### src/rtl/localmem_bist_pkg.sv
// rtl/localmem_bist_pkg.sv - shared types and phase helpers for the dmem BIST sequencer
package localmem_bist_pkg;

  typedef enum logic [2:0] {
    ST_IDLE,
    ST_BW,
    ST_BR,
    ST_SR,
    ST_DRAIN,
    ST_DONE
  } state_e;

  localparam logic [1:0] PHASE_IDLE = 2'd0;
  localparam logic [1:0] PHASE_BW   = 2'd1;
  localparam logic [1:0] PHASE_BR   = 2'd2;
  localparam logic [1:0] PHASE_SR   = 2'd3;

  localparam int PH_BW = 0;
  localparam int PH_BR = 1;
  localparam int PH_SR = 2;

  // Next enabled phase after cur; drain only when some read phase exists in the run.
  function automatic state_e next_phase(input state_e cur, input logic [2:0] en);
    state_e nxt;
    if (cur == ST_IDLE && en[PH_BW]) begin
      nxt = ST_BW;
    end else if ((cur == ST_IDLE || cur == ST_BW) && en[PH_BR]) begin
      nxt = ST_BR;
    end else if (cur != ST_SR && en[PH_SR]) begin
      nxt = ST_SR;
    end else if (en[PH_BR] || en[PH_SR]) begin
      nxt = ST_DRAIN;
    end else begin
      nxt = ST_DONE;
    end
    return nxt;
  endfunction

endpackage

### src/rtl/bist_cmp_pipe.sv
// rtl/bist_cmp_pipe.sv - read-latency delay line, registered comparator and saturating error counter
module bist_cmp_pipe #(
  parameter int DATA_W = 24,
  parameter int ADDR_W = 10,
  parameter int RD_LAT = 1,
  parameter int ERR_W  = 16
) (
  input  logic              clk,
  input  logic              rst,
  input  logic              clr_i,
  input  logic              flush_i,
  input  logic              iss_valid_i,
  input  logic [DATA_W-1:0] iss_exp_i,
  input  logic [ADDR_W-1:0] iss_addr_i,
  input  logic [DATA_W-1:0] rd_data_i,
  output logic [ERR_W-1:0]  err_cnt_o,
  output logic [ADDR_W-1:0] first_err_a_o
);

  logic [RD_LAT-1:0]             vld_q;
  logic [RD_LAT-1:0][DATA_W-1:0] exp_q;
  logic [RD_LAT-1:0][ADDR_W-1:0] adr_q;
  logic [ERR_W-1:0]              err_q, err_d;
  logic [ADDR_W-1:0]             first_q, first_d;
  logic                          mism;

  // Carry each issued read alongside its expected word until o2 is valid; abort empties it.
  always_ff @(posedge clk or posedge rst) begin
    if (rst) begin
      vld_q <= '0;
      exp_q <= '0;
      adr_q <= '0;
    end else begin
      vld_q[0] <= iss_valid_i;
      exp_q[0] <= iss_exp_i;
      adr_q[0] <= iss_addr_i;
      for (int i = 1; i < RD_LAT; i++) begin
        vld_q[i] <= vld_q[i-1];
        exp_q[i] <= exp_q[i-1];
        adr_q[i] <= adr_q[i-1];
      end
      if (flush_i) begin
        vld_q <= '0;
      end
    end
  end

  assign mism = vld_q[RD_LAT-1] && (rd_data_i != exp_q[RD_LAT-1]);

  // Count mismatches (holding at all-ones) and capture only the first failing address.
  always_comb begin
    err_d   = err_q;
    first_d = first_q;
    if (clr_i) begin
      err_d   = '0;
      first_d = '0;
    end else if (mism && !flush_i) begin
      if (err_q != '1) begin
        err_d = err_q + 1'b1;
      end
      if (err_q == '0) begin
        first_d = adr_q[RD_LAT-1];
      end
    end
  end

  // Error result registers.
  always_ff @(posedge clk or posedge rst) begin
    if (rst) begin
      err_q   <= '0;
      first_q <= '0;
    end else begin
      err_q   <= err_d;
      first_q <= first_d;
    end
  end

  assign err_cnt_o     = err_q;
  assign first_err_a_o = first_q;

endmodule

### src/rtl/dmem_bist_ctrl.sv
// rtl/dmem_bist_ctrl.sv - dmem BIST sequencer: burst write, burst read, sequential read
module dmem_bist_ctrl
  import localmem_bist_pkg::*;
#(
  parameter int DATA_W = 24,
  parameter int ADDR_W = 10,
  parameter int SEL_W  = 2,
  parameter int RD_LAT = 1,
  parameter int ERR_W  = 16
) (
  input  logic              clk,
  input  logic              rst,
  input  logic              start,
  input  logic              abort,
  input  logic [2:0]        phase_en,
  input  logic [DATA_W-1:0] seed,
  output logic              busy,
  output logic              done,
  output logic              pass,
  output logic [ERR_W-1:0]  err_cnt,
  output logic [ADDR_W-1:0] first_err_a,
  output logic [1:0]        phase,
  output logic              mode,
  output logic              web1,
  output logic              oeb1,
  output logic [ADDR_W-1:0] a1,
  output logic [DATA_W-1:0] i1,
  output logic              web2,
  output logic              oeb2,
  output logic [ADDR_W-1:0] a2,
  input  logic [DATA_W-1:0] o2
);

  localparam int                ROWS       = 1 << (ADDR_W - SEL_W);
  localparam logic [ADDR_W-1:0] ROW_LAST   = ADDR_W'(ROWS - 1);
  localparam logic [ADDR_W-1:0] ADDR_LAST  = '1;
  localparam logic [ADDR_W-1:0] DRAIN_LAST = ADDR_W'(RD_LAT);

  state_e            state_q, state_d;
  logic [ADDR_W-1:0] cnt_q, cnt_d;
  logic [DATA_W-1:0] seed_q, seed_d;
  logic [2:0]        en_q, en_d;
  logic              busy_q, busy_d, done_q, done_d, pass_q, pass_d, mode_q, mode_d;
  logic [1:0]        phase_q, phase_d;
  logic              web1_q, web1_d, oeb1_q, oeb1_d, oeb2_q, oeb2_d;
  logic [ADDR_W-1:0] a1_q, a1_d, a2_q, a2_d;
  logic [DATA_W-1:0] i1_q, i1_d, exp_q, exp_d;
  logic              start_acc;
  logic [ERR_W-1:0]  err_cnt_w;

  assign start_acc = (state_q == ST_IDLE) && start && !abort;

  // Phase sequencing: one access per cycle, each phase hands over to the next with no bubble.
  always_comb begin
    state_d = state_q;
    cnt_d   = cnt_q;
    seed_d  = seed_q;
    en_d    = en_q;
    case (state_q)
      ST_IDLE: begin
        if (start_acc) begin
          state_d = next_phase(ST_IDLE, phase_en);
          cnt_d   = '0;
          seed_d  = seed;
          en_d    = phase_en;
        end
      end
      ST_BW, ST_BR: begin
        if (cnt_q == ROW_LAST) begin
          state_d = next_phase(state_q, en_q);
          cnt_d   = '0;
        end else begin
          cnt_d = cnt_q + 1'b1;
        end
      end
      ST_SR: begin
        cnt_d = cnt_q + 1'b1;
        if (cnt_q == ADDR_LAST) begin
          state_d = next_phase(ST_SR, en_q);
        end
      end
      ST_DRAIN: begin
        if (cnt_q == DRAIN_LAST) begin
          state_d = ST_DONE;
          cnt_d   = '0;
        end else begin
          cnt_d = cnt_q + 1'b1;
        end
      end
      ST_DONE: state_d = ST_IDLE;
      default: state_d = ST_IDLE;
    endcase
    if (abort) begin
      state_d = ST_IDLE;
      cnt_d   = '0;
    end
  end

  // Port and status values for the upcoming cycle, derived from the next state so outputs stay registered.
  always_comb begin
    busy_d  = (state_d == ST_BW) || (state_d == ST_BR) || (state_d == ST_SR) || (state_d == ST_DRAIN);
    done_d  = (state_d == ST_DONE);
    mode_d  = (state_d == ST_SR);
    web1_d  = (state_d != ST_BW);
    oeb1_d  = (state_d != ST_BW);
    oeb2_d  = !((state_d == ST_BR) || (state_d == ST_SR));
    a1_d    = a1_q;
    i1_d    = i1_q;
    a2_d    = a2_q;
    exp_d   = exp_q;
    phase_d = PHASE_IDLE;
    case (state_d)
      ST_BW: begin
        phase_d = PHASE_BW;
        a1_d    = cnt_d << SEL_W;
        i1_d    = seed_d + DATA_W'(cnt_d);
      end
      ST_BR: begin
        phase_d = PHASE_BR;
        a2_d    = cnt_d << SEL_W;
        exp_d   = seed_d + DATA_W'(cnt_d);
      end
      ST_SR: begin
        phase_d = PHASE_SR;
        a2_d    = cnt_d;
        exp_d   = seed_d + DATA_W'(cnt_d >> SEL_W);
      end
      default: phase_d = PHASE_IDLE;
    endcase
    // A run with no phases reaches DONE in the start cycle, before the counter clear lands.
    if (state_d == ST_DONE) begin
      pass_d = start_acc || (err_cnt_w == '0);
    end else if (start_acc) begin
      pass_d = 1'b0;
    end else begin
      pass_d = pass_q;
    end
  end

  // State, run context and output registers.
  always_ff @(posedge clk or posedge rst) begin
    if (rst) begin
      state_q <= ST_IDLE;
      cnt_q   <= '0;
      seed_q  <= '0;
      en_q    <= '0;
      busy_q  <= 1'b0;
      done_q  <= 1'b0;
      pass_q  <= 1'b0;
      mode_q  <= 1'b0;
      phase_q <= PHASE_IDLE;
      web1_q  <= 1'b1;
      oeb1_q  <= 1'b1;
      oeb2_q  <= 1'b1;
      a1_q    <= '0;
      i1_q    <= '0;
      a2_q    <= '0;
      exp_q   <= '0;
    end else begin
      state_q <= state_d;
      cnt_q   <= cnt_d;
      seed_q  <= seed_d;
      en_q    <= en_d;
      busy_q  <= busy_d;
      done_q  <= done_d;
      pass_q  <= pass_d;
      mode_q  <= mode_d;
      phase_q <= phase_d;
      web1_q  <= web1_d;
      oeb1_q  <= oeb1_d;
      oeb2_q  <= oeb2_d;
      a1_q    <= a1_d;
      i1_q    <= i1_d;
      a2_q    <= a2_d;
      exp_q   <= exp_d;
    end
  end

  bist_cmp_pipe #(
    .DATA_W(DATA_W),
    .ADDR_W(ADDR_W),
    .RD_LAT(RD_LAT),
    .ERR_W (ERR_W)
  ) u_cmp (
    .clk          (clk),
    .rst          (rst),
    .clr_i        (start_acc),
    .flush_i      (abort),
    .iss_valid_i  (!oeb2_q),
    .iss_exp_i    (exp_q),
    .iss_addr_i   (a2_q),
    .rd_data_i    (o2),
    .err_cnt_o    (err_cnt_w),
    .first_err_a_o(first_err_a)
  );

  assign busy    = busy_q;
  assign done    = done_q;
  assign pass    = pass_q;
  assign err_cnt = err_cnt_w;
  assign phase   = phase_q;
  assign mode    = mode_q;
  assign web1    = web1_q;
  assign oeb1    = oeb1_q;
  assign a1      = a1_q;
  assign i1      = i1_q;
  assign web2    = 1'b1;
  assign oeb2    = oeb2_q;
  assign a2      = a2_q;

endmodule
### config.mk
export PLATFORM = sky130hd
export DESIGN_NAME = dmem_bist_ctrl
export DESIGN_NICKNAME = d
export VERILOG_FILES = /design/src/rtl/localmem_bist_pkg.sv /design/src/rtl/bist_cmp_pipe.sv /design/src/rtl/dmem_bist_ctrl.sv
export SDC_FILE = /design/constraint.sdc
export NUM_CORES = 1
export LEC_CHECK = 0
export CAP_MARGIN = 40
export CORE_UTILIZATION = 50
export DETAILED_ROUTE_END_ITERATION = 6
export MAX_ROUTING_LAYER = met4
export PLACE_DENSITY = 0.83
export SETUP_SLACK_MARGIN = 0.05
export SLEW_MARGIN = 40
export SYNTH_ARGS = -nofsm -noshare
export SYNTH_HDL_FRONTEND = slang
export SYNTH_SLANG_ARGS = --single-unit
### constraint.sdc
create_clock -name clk -period 5.7 [get_ports clk]
set_input_delay 1.14 -clock clk [delete_from_list [all_inputs] [get_ports clk]]
set_output_delay 1.14 -clock clk [all_outputs]
set_load 0.01 [all_outputs]
==> results.sh <==
export IMPL_leakage_uw=0.004990
export IMPL_grt_usage=0.2766
export IMPL_via_count=7348
export IMPL_syn_area_um2=9076
export IMPL_hold_viol_final=0
export IMPL_grt_pass1_vias=6997
export IMPL_use_met1=0.3946
export IMPL_antenna_found_initial=0
export IMPL_grt_pass1_wl_mm=37.84
export IMPL_postSynth_asyncResetShare=1.000
export IMPL_num_rows=48
export IMPL_powerDensity_nw_per_um2=359.4
export IMPL_initial_core_util=0.5176
export IMPL_setup_violations=0
export IMPL_post_dp_hpwl_mm=17.22
export IMPL_cp_num_buf_inv=2
export IMPL_syn2layout_area_growth_pct=23.49
export IMPL_avgViaCountPerCell=5.836
export IMPL_num_antenna_cells=0
export IMPL_clk_insertion_delay_late_ns=0.43
export IMPL_fin_area_um2=11210
export IMPL_crit_type="in -> reg"
export IMPL_syn_area_per_cell_um2=10.13
export IMPL_fin_skew_ns=0.008503
export IMPL_drive_gt1_frac=0.09478
export IMPL_synth_enable_flop_cells=0
export IMPL_fin_nets=1100
export IMPL_cp_slowest_cell="or3b_1"
export IMPL_worst_ep_arrival_time_ns=5.28
export IMPL_numCtsBuffers=17
export IMPL_hold_class="reg -> reg"
export IMPL_route_detailed_drc=0
export IMPL_crit_family="simple AND/OR/NAND/NOR gates"
export IMPL_gr_total_overflow=0
export IMPL_dr_pass1_iters=5
export IMPL_crit_top_cell="nand2_1"
export IMPL_cp_slowest_stage_delay_ns=0.60
export IMPL_relSlewSlack=0.5376
export IMPL_busiest_layer="met2"
export IMPL_coreArea_um2=17540
export IMPL_clock_sinks=174
export IMPL_fin_setup_tns_ns=0
export IMPL_die_x_um=136.7
export IMPL_ir_worst_vdd_mv=0.2188
export IMPL_synthCells=896
export IMPL_wirelength_mm=23.72
export IMPL_dpl_cell_area_um2=10620
export IMPL_ys_ff_latch=174
export IMPL_die_area_um2=18700
export IMPL_tightest_slew_ns=0.6863
export IMPL_yosys_warnings=0
export IMPL_fmax_mhz=201.7
export IMPL_dieHeight_um=136.7
export IMPL_worst_slack_ns=0.7421
export IMPL_grt_setup_unrepaired="no"
export IMPL_grt_max_degree=93
export IMPL_path_clk_slew_ns=0.07
export IMPL_drv_cap=0
export IMPL_numPortBuffers=131
export IMPL_cts_tree="yes"
export IMPL_crit_path_end_kind="register"
export IMPL_dp_cells=1227
export IMPL_met3_usage=0.03815
export IMPL_clock_path_buffers=2
export IMPL_synth_sequential_area_ratio=0.4800
export IMPL_instances_no_fill=1259
export IMPL_use_met2=0.4072
export IMPL_synth_cell_type_count=82
export IMPL_critical_path_cell_chain="clkdlybuf4s50_1 > or3b_1 > nor2_2 > buf_4 > nand2_1 > nand2_1 > ha_1 > and3_1 > a221oi_1 > a21oi_1 > nand2_1 > nor2_1 > xnor2_1 > mux2_4"
export IMPL_wl_per_cell_um=18.84
export IMPL_pre_cts_slack_ns=0.3478
export IMPL_synth_top_flop_cell="dfrtp_1"
export IMPL_period_share=0.8698
export IMPL_cts_resized=0
export IMPL_cp_start_kind="primary input"
export IMPL_ios=135
export IMPL_cp_max_fo=32
export IMPL_outcome="completed"
export IMPL_cts_setup_buffers=0
export IMPL_period_needed_ns=4.958
export IMPL_cts_hold_repair_buffers=0
export IMPL_drv_slew=0
export IMPL_drt_initial_drc_count=749
export IMPL_ant_nets=0
export IMPL_htree_levels=4
export IMPL_gp_congestion=1.013
export IMPL_cts_root_buffer="clkbuf_16"
export IMPL_crit_required_ns=6.02
==> cell usage in the layout (no fill, tap or decap), types with 21 or more instances in the layout <==
cell | synthesis | final
a21oi_1 | 37 | 37
clkdlybuf4s50_1 | 0 | 131
dfrtp_1 | 172 | 172
ha_1 | 22 | 22
inv_1 | 27 | 26
mux2i_1 | 31 | 31
nand2_1 | 125 | 124
nand3_1 | 21 | 21
nor2_1 | 45 | 44
o21ai_0 | 36 | 36
o21ai_1 | 39 | 38
xnor2_1 | 35 | 35
xor2_1 | 27 | 27
==> synthesized netlist by cell type (6+ instances only) <==
cell / n / share of area
buf_6: 6 / 0.0074
nand3_1: 21 / 0.012
a21oi_1: 37 / 0.020
nor3_1: 12 / 0.0066
clkbuf_1: 16 / 0.0066
o21ai_0: 36 / 0.020
buf_2: 14 / 0.0077
xor2_1: 27 / 0.026
nand2b_1: 6 / 0.0041
dfrtp_1: 172 / 0.47
nand4_1: 10 / 0.0069
a211oi_1: 12 / 0.0099
and2_1: 7 / 0.0048
and3_1: 11 / 0.0076
nor2_1: 45 / 0.019
mux2i_1: 31 / 0.034
o21a_1: 8 / 0.0066
a21o_1: 9 / 0.0074
mux2_4: 17 / 0.028
or3_1: 12 / 0.0083
nor4_1: 12 / 0.0083
inv_1: 27 / 0.011
xnor2_1: 35 / 0.034
o21ai_1: 39 / 0.022
nand2_1: 125 / 0.052
ha_1: 22 / 0.030
o31ai_1: 9 / 0.0074
a31oi_1: 7 / 0.0048
==> worst register-to-register path, cell delays in order, from the launching register on <==
cell and delay (ns):
dfrtp_1 0.43, ha_1 0.27, nand3_2 0.14, a2111oi_0 0.10
o31ai_2 0.57, nand2_1 0.27, o32ai_1 0.52, ha_1 0.29
o21ai_0 0.13, o21a_1 0.22, o21ai_0 0.35, nand3_1 0.42
or3_1 0.47, and3_1 0.18, a221o_1 0.25
==> routing by layer <==
layer,vias to the layer above,share of wire
li1,3440,-
met1,3538,0.46
met2,336,0.45
met3,34,0.075
met4,0,0.017
met5,-,0
==> through the flow <==
stage	power [uW]	util	hold slack (ns)
floorplan	2365	-	0.3501
global placement	2825	0.6033	0.3610
detailed placement	2856	0.6053	0.3626
CTS	4051	0.6391	0.3754
global route	4225	0.6391	0.3845
finish	4028	0.6391	0.3758
==> report_power, final <==
part | switching [uW] | internal (uW)
sequential | 206 | 1550
combinational | 554 | 542
clock | 503 | 675
==> final timing paths <==
kind	startpoint	end	slack [ns]	depth (start not counted)
max reg2reg	cnt_q[0]	exp_q[17]	0.97	14
max in group asynchronous	rst	oeb1	3.70	4
max	abort	i1[16]	0.74	14
min	exp_q[3]	u_cmp.exp_q[3]	0.38	0
min reg2reg	exp_q[3]	u_cmp.exp_q[3]	0.38	0
min in group asynchronous	rst	u_cmp.first_err_a_o[4]	1.18	3
==> area by class of cell <==
cell class | instances | area [um^2]
Multi-Input combinational cell | 649 | 4375
Clock inverter | 11 | 132.6
Clock buffer | 21 | 460.4
Fill cell | 1410 | 6329
Inverter | 29 | 115.1
Tap cell | 225 | 281.5
Sequential cell | 174 | 4357
Timing Repair Buffer | 150 | 1486
==> kinds of logic (layout without fill, tap and decap cells) <==
logic type	Yosys count	in the layout	synth area share
simple gates	296	296	0.1613
flops	174	174	0.4800
fa+ha+maj	24	24	0.03474
other cells	2	3	0.0008274
compound gates	211	211	0.1539
mux	53	53	0.06975
buf+inv	74	211	0.03970
xor+xnor	62	62	0.05983
==> sequential cells by signal (all words and copies together) (netlist names) <==
signal,count
phase,2
u_cmp.vld_q,1
state_q,3
seed_q,24
mode,1
u_cmp.err_cnt_o,16
oeb1,1
busy,1
exp_q,24
en_q,2
oeb2,1
a2,10
u_cmp.exp_q,24
a1,8
i1,24
u_cmp.adr_q,10
done,1
pass,1
cnt_q,10
u_cmp.first_err_a_o,10
No activity file was read; power rests on OpenSTA's default activity.
